<file path="config.mk">
export PLATFORM = sky130hd
export DESIGN_NAME = vec_sched
export DESIGN_NICKNAME = d
export VERILOG_FILES = /design/src/rtl/vec_sched.sv
export SDC_FILE = /design/constraint.sdc
export NUM_CORES = 1
export LEC_CHECK = 0
export ABC_AREA = 1
export BUFFER_PORTS_ARGS = -buffer_cell sky130_fd_sc_hd__buf_2
export CELL_PAD_IN_SITES_DETAIL_PLACEMENT = 1
export CELL_PAD_IN_SITES_GLOBAL_PLACEMENT = 2
export CORE_MARGIN = 4
export CORE_UTILIZATION = 27
export DETAILED_ROUTE_END_ITERATION = 7
export PLACE_DENSITY_LB_ADDON = 0.1
export SYNTH_ARGS = -nofsm -noshare
export SYNTH_HDL_FRONTEND = slang
export SYNTH_SLANG_ARGS = --single-unit
</file>
<file path="constraint.sdc">
create_clock -name clk -period 1.68 [get_ports clk]
set_input_delay 0.336 -clock clk [delete_from_list [all_inputs] [get_ports clk]]
set_output_delay 0.336 -clock clk [all_outputs]
set_load 0.05 [all_outputs]
</file>
<file path="src/rtl/vec_sched.sv">
// vec_sched: phase sequencer in front of the Tanimoto comparator.
// A run first streams RefCount vectors into the reference buffer at
// sequential addresses. It then passes CmpCount vectors to the comparator
// through a one-entry valid/ready output register, tagging each one with
// a running ID, and pulses o_Done at the end.
//
//   state    | meaning
//   ---------+-----------------------------------------------------------
//   IDLE     | after reset, waiting for i_Start
//   LOAD_REF | accepting reference vectors, one buffer write per beat
//   COMPARE  | forwarding compare vectors through the output register
//   DONE     | run finished, o_Done on the first cycle, waits for i_Start
module vec_sched #(
  parameter int VECTOR_WIDTH   = 128,
  parameter int VEC_ID_WIDTH   = 8,
  parameter int REF_ADDR_WIDTH = 4
) (
  input  logic                      clk,
  input  logic                      rstn,
  input  logic                      i_Start,
  input  logic [REF_ADDR_WIDTH:0]   i_RefCount,
  input  logic [VEC_ID_WIDTH-1:0]   i_CmpCount,
  input  logic [VECTOR_WIDTH-1:0]   i_Vector,
  input  logic                      i_Valid,
  output logic                      o_Ready,
  output logic                      o_RefWe,
  output logic [REF_ADDR_WIDTH-1:0] o_RefAddr,
  output logic [VECTOR_WIDTH-1:0]   o_RefData,
  output logic [VECTOR_WIDTH-1:0]   o_CmpVector,
  output logic [VEC_ID_WIDTH-1:0]   o_CmpID,
  output logic                      o_CmpValid,
  input  logic                      i_CmpReady,
  output logic                      o_Busy,
  output logic                      o_Done
);

  typedef enum logic [1:0] {
    S_IDLE     = 2'd0,
    S_LOAD_REF = 2'd1,
    S_COMPARE  = 2'd2,
    S_DONE     = 2'd3
  } state_t;

  localparam logic [REF_ADDR_WIDTH:0] REF_ONE = (REF_ADDR_WIDTH + 1)'(1);
  localparam logic [VEC_ID_WIDTH-1:0] ID_ONE  = VEC_ID_WIDTH'(1);

  state_t                    state_q;
  // Reference counter and the index of the last reference beat. One bit
  // wider than the address so a full buffer of 2^REF_ADDR_WIDTH fits.
  logic [REF_ADDR_WIDTH:0]   ref_cnt_q;
  logic [REF_ADDR_WIDTH:0]   ref_last_q;
  logic [REF_ADDR_WIDTH:0]   ref_last_d;
  // Compare ID counter and number of compare beats still to accept.
  logic [VEC_ID_WIDTH-1:0]   cmp_cnt_q;
  logic [VEC_ID_WIDTH-1:0]   cmp_rem_q;

  logic                      ref_we_q;
  logic [REF_ADDR_WIDTH-1:0] ref_addr_q;
  logic [VECTOR_WIDTH-1:0]   ref_data_q;
  logic [VECTOR_WIDTH-1:0]   cmp_vec_q;
  logic [VEC_ID_WIDTH-1:0]   cmp_id_q;
  logic                      cmp_valid_q;
  logic                      done_q;

  logic                      ready_c;
  logic                      cmp_accept;
  logic                      cmp_fire;

  // A zero reference count is illegal; it is handled like a count of one.
  assign ref_last_d = (i_RefCount == '0) ? '0 : (i_RefCount - REF_ONE);

  // Input acceptance: always open while loading references. While comparing,
  // open only if beats remain and the output register is free or draining
  // this cycle, which keeps full throughput with no bubble.
  always_comb begin
    ready_c = 1'b0;
    case (state_q)
      S_LOAD_REF: ready_c = 1'b1;
      S_COMPARE:  ready_c = (cmp_rem_q != '0) && (!cmp_valid_q || i_CmpReady);
      default:    ready_c = 1'b0;
    endcase
  end

  assign cmp_accept = (state_q == S_COMPARE) && i_Valid && ready_c;
  assign cmp_fire   = cmp_valid_q && i_CmpReady;

  // Sequencer FSM with registered buffer-write and comparator outputs.
  always_ff @(posedge clk or negedge rstn) begin
    if (!rstn) begin
      state_q     <= S_IDLE;
      ref_cnt_q   <= '0;
      ref_last_q  <= '0;
      cmp_cnt_q   <= '0;
      cmp_rem_q   <= '0;
      ref_we_q    <= 1'b0;
      ref_addr_q  <= '0;
      ref_data_q  <= '0;
      cmp_vec_q   <= '0;
      cmp_id_q    <= '0;
      cmp_valid_q <= 1'b0;
      done_q      <= 1'b0;
    end else begin
      ref_we_q <= 1'b0;
      done_q   <= 1'b0;
      case (state_q)
        S_IDLE, S_DONE: begin
          if (i_Start) begin
            ref_last_q <= ref_last_d;
            cmp_rem_q  <= i_CmpCount;
            ref_cnt_q  <= '0;
            cmp_cnt_q  <= '0;
            state_q    <= S_LOAD_REF;
          end
        end

        S_LOAD_REF: begin
          if (i_Valid) begin
            ref_we_q   <= 1'b1;
            ref_addr_q <= ref_cnt_q[REF_ADDR_WIDTH-1:0];
            ref_data_q <= i_Vector;
            ref_cnt_q  <= ref_cnt_q + REF_ONE;
            if (ref_cnt_q == ref_last_q) begin
              if (cmp_rem_q != '0) begin
                state_q <= S_COMPARE;
              end else begin
                // No compare phase: o_Done lines up with the last write.
                state_q <= S_DONE;
                done_q  <= 1'b1;
              end
            end
          end
        end

        S_COMPARE: begin
          if (cmp_accept) begin
            // Covers the fire-and-replace case as well.
            cmp_vec_q   <= i_Vector;
            cmp_id_q    <= cmp_cnt_q;
            cmp_valid_q <= 1'b1;
            cmp_cnt_q   <= cmp_cnt_q + ID_ONE;
            cmp_rem_q   <= cmp_rem_q - ID_ONE;
          end else if (cmp_fire) begin
            cmp_valid_q <= 1'b0;
            if (cmp_rem_q == '0) begin
              state_q <= S_DONE;
              done_q  <= 1'b1;
            end
          end
        end

        default: state_q <= S_IDLE;
      endcase
    end
  end

  assign o_Ready     = ready_c;
  assign o_RefWe     = ref_we_q;
  assign o_RefAddr   = ref_addr_q;
  assign o_RefData   = ref_data_q;
  assign o_CmpVector = cmp_vec_q;
  assign o_CmpID     = cmp_id_q;
  assign o_CmpValid  = cmp_valid_q;
  assign o_Busy      = (state_q == S_LOAD_REF) || (state_q == S_COMPARE);
  assign o_Done      = done_q;

endmodule

</file>
==> results of run 1 <==
==> cells in the mapped netlist, drive strengths merged <==
cell type	instances	area, sq um
a21oi	15	82.58
a31oi	1	6.260
buf	41	389.1
clkbuf	24	90.09
dfrtp	299	7482
ha	7	87.58
inv	163	611.8
nand2	365	1400
nand3	31	172.7
nand3b	1	7.510
nand4	3	18.77
nor2	20	82.58
nor3	5	25.02
o21ai	280	1814
or2	1	6.260
xnor2	3	26.28
xor2	5	43.79
==> layer usage <==
metal	part of all wire	vias to the layer above	wire, um	GRT usage
li1	-	5092	-	-
met1	0.44	5092	19780	0.2247
met2	0.48	266	21520	0.2850
met3	0.061	60	2737	0.05018
met4	0.023	6	1041	0.05062
met5	0.0013	-	57	0
==> state kept, by name, indices dropped and copies added, names as in the netlist <==
signal       count
cmp_cnt_q        8
cmp_rem_q        8
o_CmpID          8
o_CmpValid       1
o_CmpVector    128
o_Done           1
o_RefAddr        4
o_RefData      128
o_RefWe          1
ref_cnt_q        5
ref_last_q       5
state_q          2
==> repair_timing <==
action	CTS	global route
resized for setup	93	81
setup endpoints to repair	157	259
hold buffers	2	0
hold endpoints to repair	38	0
gates cloned	14	7
pin swaps	3	15
setup buffers	32	15
==> power groups by stage <==
| stage | Sequential (uW) | Combinational [uW] | Clock [uW] |
|---|---|---|---|
| detailed placement | 12200 | 22200 | 0 |
| global route | 12600 | 25500 | 9180 |
| global placement | 12100 | 22000 | 0 |
| floorplan | 22100 | 5490 | 0 |
| CTS | 12100 | 23300 | 8880 |
| finish | 12100 | 24000 | 8560 |
==> cells by family (layout without fill, tap and decap cells) <==
kind of cell    Yosys count  count (layout)  synth area share
compound gates          296             296            0.1541
flops                   299             299            0.6060
simple gates            426             427            0.1387
xor+xnor                  8               8          0.005675
buf+inv                 228             794           0.08837
other cells               0               2                 0
fa+ha+maj                 7               7          0.007093
==> final timing paths <==
kind | cells past startpoint | endpoint | from | slack [ps]
min reg2reg | 2 | o_CmpVector[83] | o_CmpVector[83] | 480
min | 3 | o_CmpVector[125] | i_Vector[125] | 50
min in group asynchronous | 2 | o_RefData[54] | rstn | 350
max reg2reg | 15 | o_CmpVector[71] | cmp_rem_q[1] | -360
max | 10 | o_Ready | cmp_rem_q[1] | -380
max in group asynchronous | 3 | o_CmpVector[100] | rstn | 670
==> layout make-up <==
cell class | count | area share
Tap cell | 600 | 0.04050
Multi-Input combinational cell | 738 | 0.2197
Sequential cell | 299 | 0.4037
Antenna cell | 2 | 0.0002700
Clock inverter | 10 | 0.008505
Timing Repair Buffer | 563 | 0.2314
Inverter | 163 | 0.03355
Clock buffer | 58 | 0.06244
==> through the flow <==
step	setup slack [ps]	util	TNS, ps	hold WS (ps)
6_report	-375.6	0.4093	-35830	46.57
5_1_grt	-470.2	0.4093	-50180	38.83
4_1_cts	-453.1	0.3987	-41060	8.124
3_5_place_dp	-186.6	0.3457	-9135	353.6
3_3_place_gp	-160.4	0.3457	-3509	349.7
2_1_floorplan	-21.98	-	-94.97	40.41
==> worst max-delay path: cells and delay by family (launching register included) <==
| kind | cells | cell delay (ps) |
|---|---|---|
| flip-flops | 1 | 390 |
| buffers and inverters | 3 | 290 |
| AND/OR/NAND/NOR | 6 | 380 |
| adder cells (fa/ha/maj) | 1 | 130 |
==> results.py, run 1 <==
metrics = {
    "status": {
        "outcome": "finished with violations",
        "violations": "setup timing",
    },
    "worst_setup_path": {
        "worst-path-max-fanout": 2,
        "crit_path_start_kind": "flop",
        "cp_data_arrival_time_ps": 1720,
        "crit_type": "reg2out",
        "worst_path_max_delay_cell": "dfrtp_1",
        "crit_chain": "inv_2, ha_4, nand2_2, nor2_2, nand2_2, nand3_2, nand2_2, inv_2, nor2_4, buf_8",
        "slowest_delay_ps": 390,
        "required_ps": 1340,
        "crit_top_cell": "nand2_2",
        "critPathCaptureType": "output port",
    },
    "floorplan": {
        "die_w_um": 221.8,
        "die_height_um": 221.8,
        "rows": 78,
        "ios": 419,
        "initial_utilization": 0.2727,
        "core-area_sq_um": 45280,
        "die_area_sq_um": 49220,
    },
    "cells_and_area": {
        "fin_area_sq_um": 18540,
        "nFillCells": 5237,
        "area_growth_pct": 50.12,
        "area.sequential_sq_um": 7482,
        "layout_common_cells": "415 x buf_2, 309 x nand2_1, 299 x dfrtp_1, 155 x o21ai_0, 152 x inv_1",
        "layout_commonest_cell": "buf_2",
        "final_layout_size_suffix_gt1_frac": 0.4506,
        "fin_cells": 2433,
        "final_nets": 1956,
        "multi_input_area_sq_um": 4071,
    },
    "timing": {
        "layout_setup_ws_ps": -375.6,
        "clock_skew_ps": 13.31,
        "setup_viol": 159,
        "finalHoldViolCount": 0,
        "period_share": 1.224,
        "relSlewSlack": 0.6100,
        "rsz0062_at_grt": "yes",
        "fmax_mhz": 486.5,
        "worst_pin_slew_ps": 585.1,
        "slew_violations": 0,
        "period_minus_slack_ps": 2056,
    },
    "detailed_routing": {
        "vias": 10520,
        "dr.first_iter.drc_count": 479,
        "totalWireLength_mm": 45.14,
        "wl_per_cell_um": 18.55,
        "drc": 0,
        "drtAntennaViolNets": 0,
        "drt-vias-per-instance": 4.322,
        "firstDrtPassIters": 4,
    },
    "power_and_ir_drop": {
        "pwr-share-clk": 0.191,
        "p_sw_frac": 0.5023,
        "power.internal_uw": 22270,
        "p_leak_uw": 0.01002,
        "power_uw": 44740,
        "seqPwrFrac": 0.271,
        "power_frac_comb": 0.537,
        "ir_drop_mv": 1.068,
        "power_switching_uw": 22470,
        "p_per_area_nw_per_um2": 2414,
    },
    "synthesis": {
        "ys_seq_area_frac": 0.6060,
        "ys_warn_count": 0,
        "synth_area_per_cell_sq_um": 9.768,
        "ys_types": 29,
        "syn_inst": 1264,
        "syn_area_sq_um": 12350,
        "synth_fp_nets": 1417,
        "ys_seq_elements": 299,
    },
    "clock_network": {
        "clock-sinks": 299,
        "cts_tree": "done",
        "clk_latency_ps": 540,
        "cts_buffer_depth": 3,
        "root_buffer": "clkbuf_16",
        "clk_pin_slew_ps": 50,
        "cts-buffers-inserted": 38,
        "h-tree-depth": 2,
    },
    "global_route": {
        "grt_pass1_wl_mm": 67.55,
        "grt_antenna_before_repair": 5,
        "grt_remaining_overflow": 0,
        "grt_max_degree": 54,
        "grt_pass1_vias": 11110,
        "grt_use_total": 0.1737,
    },
    "min_path": {
        "hp-class": "in2reg",
    },
    "place": {
        "port_buffers": 418,
        "gp_congestion": 0.7515,
        "placed_area_sq_um": 15660,
        "dp_hpwl_mm": 31.71,
        "place_inst": 2300,
    },
    "run": {
        "max_cap_violations": 0,
    },
}
Power figures use the tool's default switching activity.
==> inputs of run 2 (changes only) <==
==> constraint.sdc (replaced) <==
create_clock -name clk -period 1.68 [get_ports clk]
set_input_delay 0.168 -clock clk [delete_from_list [all_inputs] [get_ports clk]]
set_output_delay 0.168 -clock clk [all_outputs]
set_load 0.05 [all_outputs]
==> results.py, run 2 (synthesized netlist as in run 1, its figures left out) <==
metrics = {
    "global_route": {
        "grt_max_degree": 83,
        "grt_pass1_wl_mm": 70.84,
        "grt_use_total": 0.1817,
        "grt_pass1_vias": 11960,
        "grt_antenna_before_repair": 1,
        "grt_remaining_overflow": 0,
    },
    "cells_and_area": {
        "final_nets": 2074,
        "area_growth_pct": 65.18,
        "layout_commonest_cell": "buf_2",
        "fin_util": 0.4504,
        "fin_cells": 2549,
        "layout_common_cells": "415 x buf_2, 298 x dfrtp_1, 227 x nand2_1, 153 x inv_1, 143 x dlygate4sd3_1",
        "final_layout_size_suffix_gt1_frac": 0.4605,
    },
    "floorplan": {
        "ios": 419,
        "die_area_sq_um": 49220,
        "die_w_um": 221.8,
        "initial_utilization": 0.2727,
        "rows": 78,
        "core-area_sq_um": 45280,
        "die_height_um": 221.8,
    },
    "timing": {
        "slew_violations": 0,
        "period_share": 1.137,
        "timing.hold.ws_ps": 13.72,
        "clock_skew_ps": 22.06,
        "worst_pin_slew_ps": 359.4,
        "setup_viol": 160,
        "fmax_mhz": 523.7,
        "fin_setup_tns_ps": -23720,
        "layout_setup_ws_ps": -229.6,
        "finalHoldViolCount": 0,
        "period_minus_slack_ps": 1910,
        "rsz0062_at_grt": "yes",
        "relSlewSlack": 0.7604,
    },
    "worst_setup_path": {
        "crit_path_start_kind": "flop",
        "crit_chain": "inv_2, ha_4, nand2_2, nor2_2, nand2_2, nand3_2, nand2_2, buf_6, nand3_4, buf_12, buf_12, buf_16, buf_16, nand2_4, o21ai_2",
        "required_ps": 2110,
        "slowest_delay_ps": 360,
        "crit_type": "reg2reg",
        "crit_top_cell": "nand2_2",
        "critPathCaptureType": "flop",
        "worst_path_max_delay_cell": "dfrtp_1",
        "cp_data_arrival_time_ps": 2340,
        "worst-path-max-fanout": 8,
    },
    "clock_network": {
        "root_buffer": "clkbuf_16",
        "clock-sinks": 299,
        "clk_latency_ps": 540,
        "cts-buffers-inserted": 38,
        "clk_pin_slew_ps": 60,
        "cts_buffer_depth": 3,
        "cts_tree": "done",
        "h-tree-depth": 2,
    },
    "detailed_routing": {
        "drt-vias-per-instance": 4.361,
        "totalWireLength_mm": 47.54,
        "drc": 0,
        "dr.first_iter.drc_count": 492,
        "drtAntennaViolNets": 0,
        "firstDrtPassIters": 4,
        "wl_per_cell_um": 18.65,
        "vias": 11120,
    },
    "power_and_ir_drop": {
        "p_leak_uw": 0.01060,
        "ir_drop_mv": 1.221,
        "power_uw": 46070,
        "p_per_area_nw_per_um2": 2259,
    },
    "min_path": {
        "hp-class": "in2reg",
    },
    "place": {
        "dp_hpwl_mm": 31.07,
        "port_buffers": 418,
        "gp_congestion": 0.7527,
        "place_inst": 2282,
    },
    "run": {
        "max_cap_violations": 0,
    },
    "status": {
        "violations": "setup timing",
        "outcome": "finished with violations",
    },
}
[run 2: layer usage]
metal	wire (um)	vias up	track usage
met5	0	-	0
met4	1085	0	0.05322
met3	2852	58	0.04925
met2	23170	291	0.3051
met1	20440	5441	0.2311
li1	-	5325	-
[run 2: where the power goes]
part | internal [uW] | leakage (uW) | switching (uW) | total [uW]
clock network | 4990 | 0.000613 | 3250 | 8240
logic | 7310 | 0.00617 | 17900 | 25200
registers | 10300 | 0.00382 | 2310 | 12600
[run 2: stage by stage]
step                      instance area (sq um)  setup WS (ps)
final                                     20390         -229.6
after global routing                      20390         -302.3
after CTS                                 19310         -265.0
after detailed placement                  15460         -128.0
after global placement                    15460         -33.72
after floorplan                           12350          35.56
[run 2: timing repair]
action                                  in CTS  in global routing
gates cloned                                19                 12
gates resized for setup                    144                255
endpoints found under the setup margin     135                250
setup buffers                               22                 13
pin swaps                                    6                 32
hold buffers                               143                  0
hold endpoints to repair                   528                  0
[run 2: worst paths after layout]
kind,from,endpoint,slack [ps],cells after the start
min in group asynchronous,rstn,o_RefData[56],110,2
min,i_Start,ref_last_q[1],10,4
max in group asynchronous,rstn,o_CmpVector[28],840,4
min reg2reg,o_CmpVector[96],o_CmpVector[96],480,2
max reg2reg,cmp_rem_q[1],o_CmpVector[108],-230,15
max,cmp_rem_q[1],o_CmpVector[108],-230,15
[run 2: final cells by class]
| class | instances | area [sq um] |
|---|---|---|
| flip-flops and latches | 299 | 7483 |
| fillers | 5076 | 24890 |
| clock inverters | 13 | 150.1 |
| well taps | 600 | 750.7 |
| inverters | 163 | 621.8 |
| clock buffers | 54 | 1092 |
| repair buffers | 680 | 5490 |
| diodes | 1 | 2.502 |
| multi-input cells | 739 | 4803 |
[run 2: worst max-delay path: cells and delay by family, from the launching register on]
kind	cells	cell delay, ps
AO/OA/AOI/OAI	1	50
adder cells (fa/ha/maj)	1	150
buffers and inverters	6	750
flip-flops	1	360
AND/OR/NAND/NOR	7	470
==> inputs of run 3 (changes only) <==
--- a/config.mk
+++ b/config.mk
@@ -13,6 +13,7 @@
 export CORE_UTILIZATION = 27
 export DETAILED_ROUTE_END_ITERATION = 7
 export PLACE_DENSITY_LB_ADDON = 0.1
+export SKIP_LAST_GASP = 1
 export SYNTH_ARGS = -nofsm -noshare
 export SYNTH_HDL_FRONTEND = slang
 export SYNTH_SLANG_ARGS = --single-unit
==> results.py, run 3 (synthesized netlist as in run 1, its figures left out) <==
metrics = {
    "floorplan": {
        "rows": 78,
        "die_height_um": 221.8,
        "die_w_um": 221.8,
        "die_area_sq_um": 49220,
        "core-area_sq_um": 45280,
        "initial_utilization": 0.2727,
        "ios": 419,
    },
    "worst_setup_path": {
        "crit_type": "reg2reg",
        "worst-path-max-fanout": 8,
        "crit_path_start_kind": "flop",
        "required_ps": 2120,
        "cp_data_arrival_time_ps": 2350,
        "critPathCaptureType": "flop",
    },
    "cells_and_area": {
        "final_nets": 2071,
        "layout_commonest_cell": "buf_2",
        "nFillCells": 5071,
        "final_layout_size_suffix_gt1_frac": 0.4519,
        "layout_common_cells": "415 x buf_2, 298 x dfrtp_1, 237 x nand2_1, 153 x inv_1, 143 x dlygate4sd3_1",
        "area_growth_pct": 64.22,
        "fin_util": 0.4478,
    },
    "status": {
        "violations": "setup timing",
        "outcome": "finished with violations",
    },
    "clock_network": {
        "cts_tree": "done",
        "h-tree-depth": 2,
        "cts_buffer_depth": 3,
        "clk_latency_ps": 540,
        "root_buffer": "clkbuf_16",
        "cts-buffers-inserted": 38,
        "clk_pin_slew_ps": 60,
        "clock-sinks": 299,
    },
    "power_and_ir_drop": {
        "p_per_area_nw_per_um2": 2253,
        "p_leak_uw": 0.01057,
        "power_switching_uw": 23250,
        "pwr-share-clk": 0.180,
        "power_frac_comb": 0.544,
        "seqPwrFrac": 0.276,
        "ir_drop_mv": 1.310,
        "p_sw_frac": 0.5088,
        "power.internal_uw": 22440,
    },
    "timing": {
        "setup_viol": 158,
        "finalHoldViolCount": 0,
        "period_share": 1.137,
        "worst_pin_slew_ps": 366.7,
        "clock_skew_ps": 23.24,
        "rsz0062_at_grt": "yes",
        "relSlewSlack": 0.7550,
        "fmax_mhz": 523.3,
        "layout_setup_ws_ps": -230.8,
        "slew_violations": 0,
        "period_minus_slack_ps": 1911,
    },
    "place": {
        "port_buffers": 418,
        "gp_congestion": 0.7527,
        "pre_cts_ws_ps": -128.0,
        "dp_hpwl_mm": 31.07,
    },
    "detailed_routing": {
        "dr.first_iter.drc_count": 519,
        "vias": 11100,
        "firstDrtPassIters": 4,
        "drtAntennaViolNets": 0,
        "drt-vias-per-instance": 4.357,
        "wl_per_cell_um": 18.71,
        "totalWireLength_mm": 47.66,
        "drc": 0,
    },
    "global_route": {
        "grt_remaining_overflow": 0,
        "grt_max_degree": 83,
        "grt_pass1_vias": 11880,
        "grt_pass1_wl_mm": 70.61,
        "grt_antenna_before_repair": 1,
        "grt_use_total": 0.1812,
    },
    "min_path": {
        "hp-class": "in2reg",
    },
    "run": {
        "max_cap_violations": 0,
    },
}
## run 3: changes by cell type in the layout (fill, tap and decap cells not counted), sizes merged
cell | previous run | this run
buf | 526 | 525
clkbuf | 65 | 64
diode | 1 | 2
nand2 | 367 | 366
## run 3: critical path, cell delays in order, from the launching register on
cell,delay (ps)
dfrtp_1,380
buf_4,130
ha_2,210
inv_4,70
nand2_2,90
buf_6,100
nand3_4,110
buf_12,160
buf_12,130
buf_16,150
buf_12,160
nand2_4,60
o21ai_2,40
## run 3: final cells by class
class	count	area [sq um]	share of cell area
well taps	600	750.7	0.03703
multi-input cells	738	4707	0.2322
clock buffers	54	1092	0.05387
inverters	163	619.3	0.03055
clock inverters	13	150.1	0.007405
diodes	2	5.005	0.0002468
flip-flops and latches	299	7483	0.3691
repair buffers	678	5468	0.2697
## run 3: power by group through the flow
stage	Combinational [uW]	Clock, uW	Sequential [uW]
final	24900	8210	12600
after global routing	26400	8810	13000
after CTS	23600	8540	12200
after detailed placement	21800	0	12200
after global placement	21600	0	12200
after floorplan	5500	0	22100
## run 3: final timing paths
path	from	end	slack, ps	depth (start not counted)
setup / recovery	state_q[0]	o_CmpVector[107]	-230	12
hold / removal	i_Start	ref_last_q[1]	10	4
setup reg to reg	state_q[0]	o_CmpVector[107]	-230	12
hold reg to reg	o_CmpVector[96]	o_CmpVector[96]	470	2
max in group asynchronous	rstn	o_RefData[79]	840	4
min in group asynchronous	rstn	o_RefData[56]	120	2
## run 3: metal layers
metal	wire (um)	part of all wire	track usage
met5	0	0	0
met4	1097	0.023	0.05322
met3	2735	0.057	0.04872
met2	23190	0.49	0.3034
met1	20640	0.43	0.2315
## run 3: timing repair
action | in CTS | in global routing
gates cloned | 19 | 12
hold buffers | 143 | 0
hold endpoints to repair | 528 | 0
resized for setup | 112 | 264
pin swaps | 6 | 26
buffers inserted | 22 | 10
endpoints found under the setup margin | 135 | 246
## run 3: stage by stage
stage	power [uW]	std cells	TNS [ps]	hold slack [ps]	cell area, sq um
2_1_floorplan	27600	1264	0	-127.6	12350
3_3_place_gp	33760	2282	-222.7	93.56	15460
3_5_place_dp	34060	2282	-3210	91.49	15460
4_1_cts	44300	2533	-31470	5.234	19220
5_1_grt	48200	2546	-35260	56.26	20270
6_report	45690	2547	-23010	14.32	20280
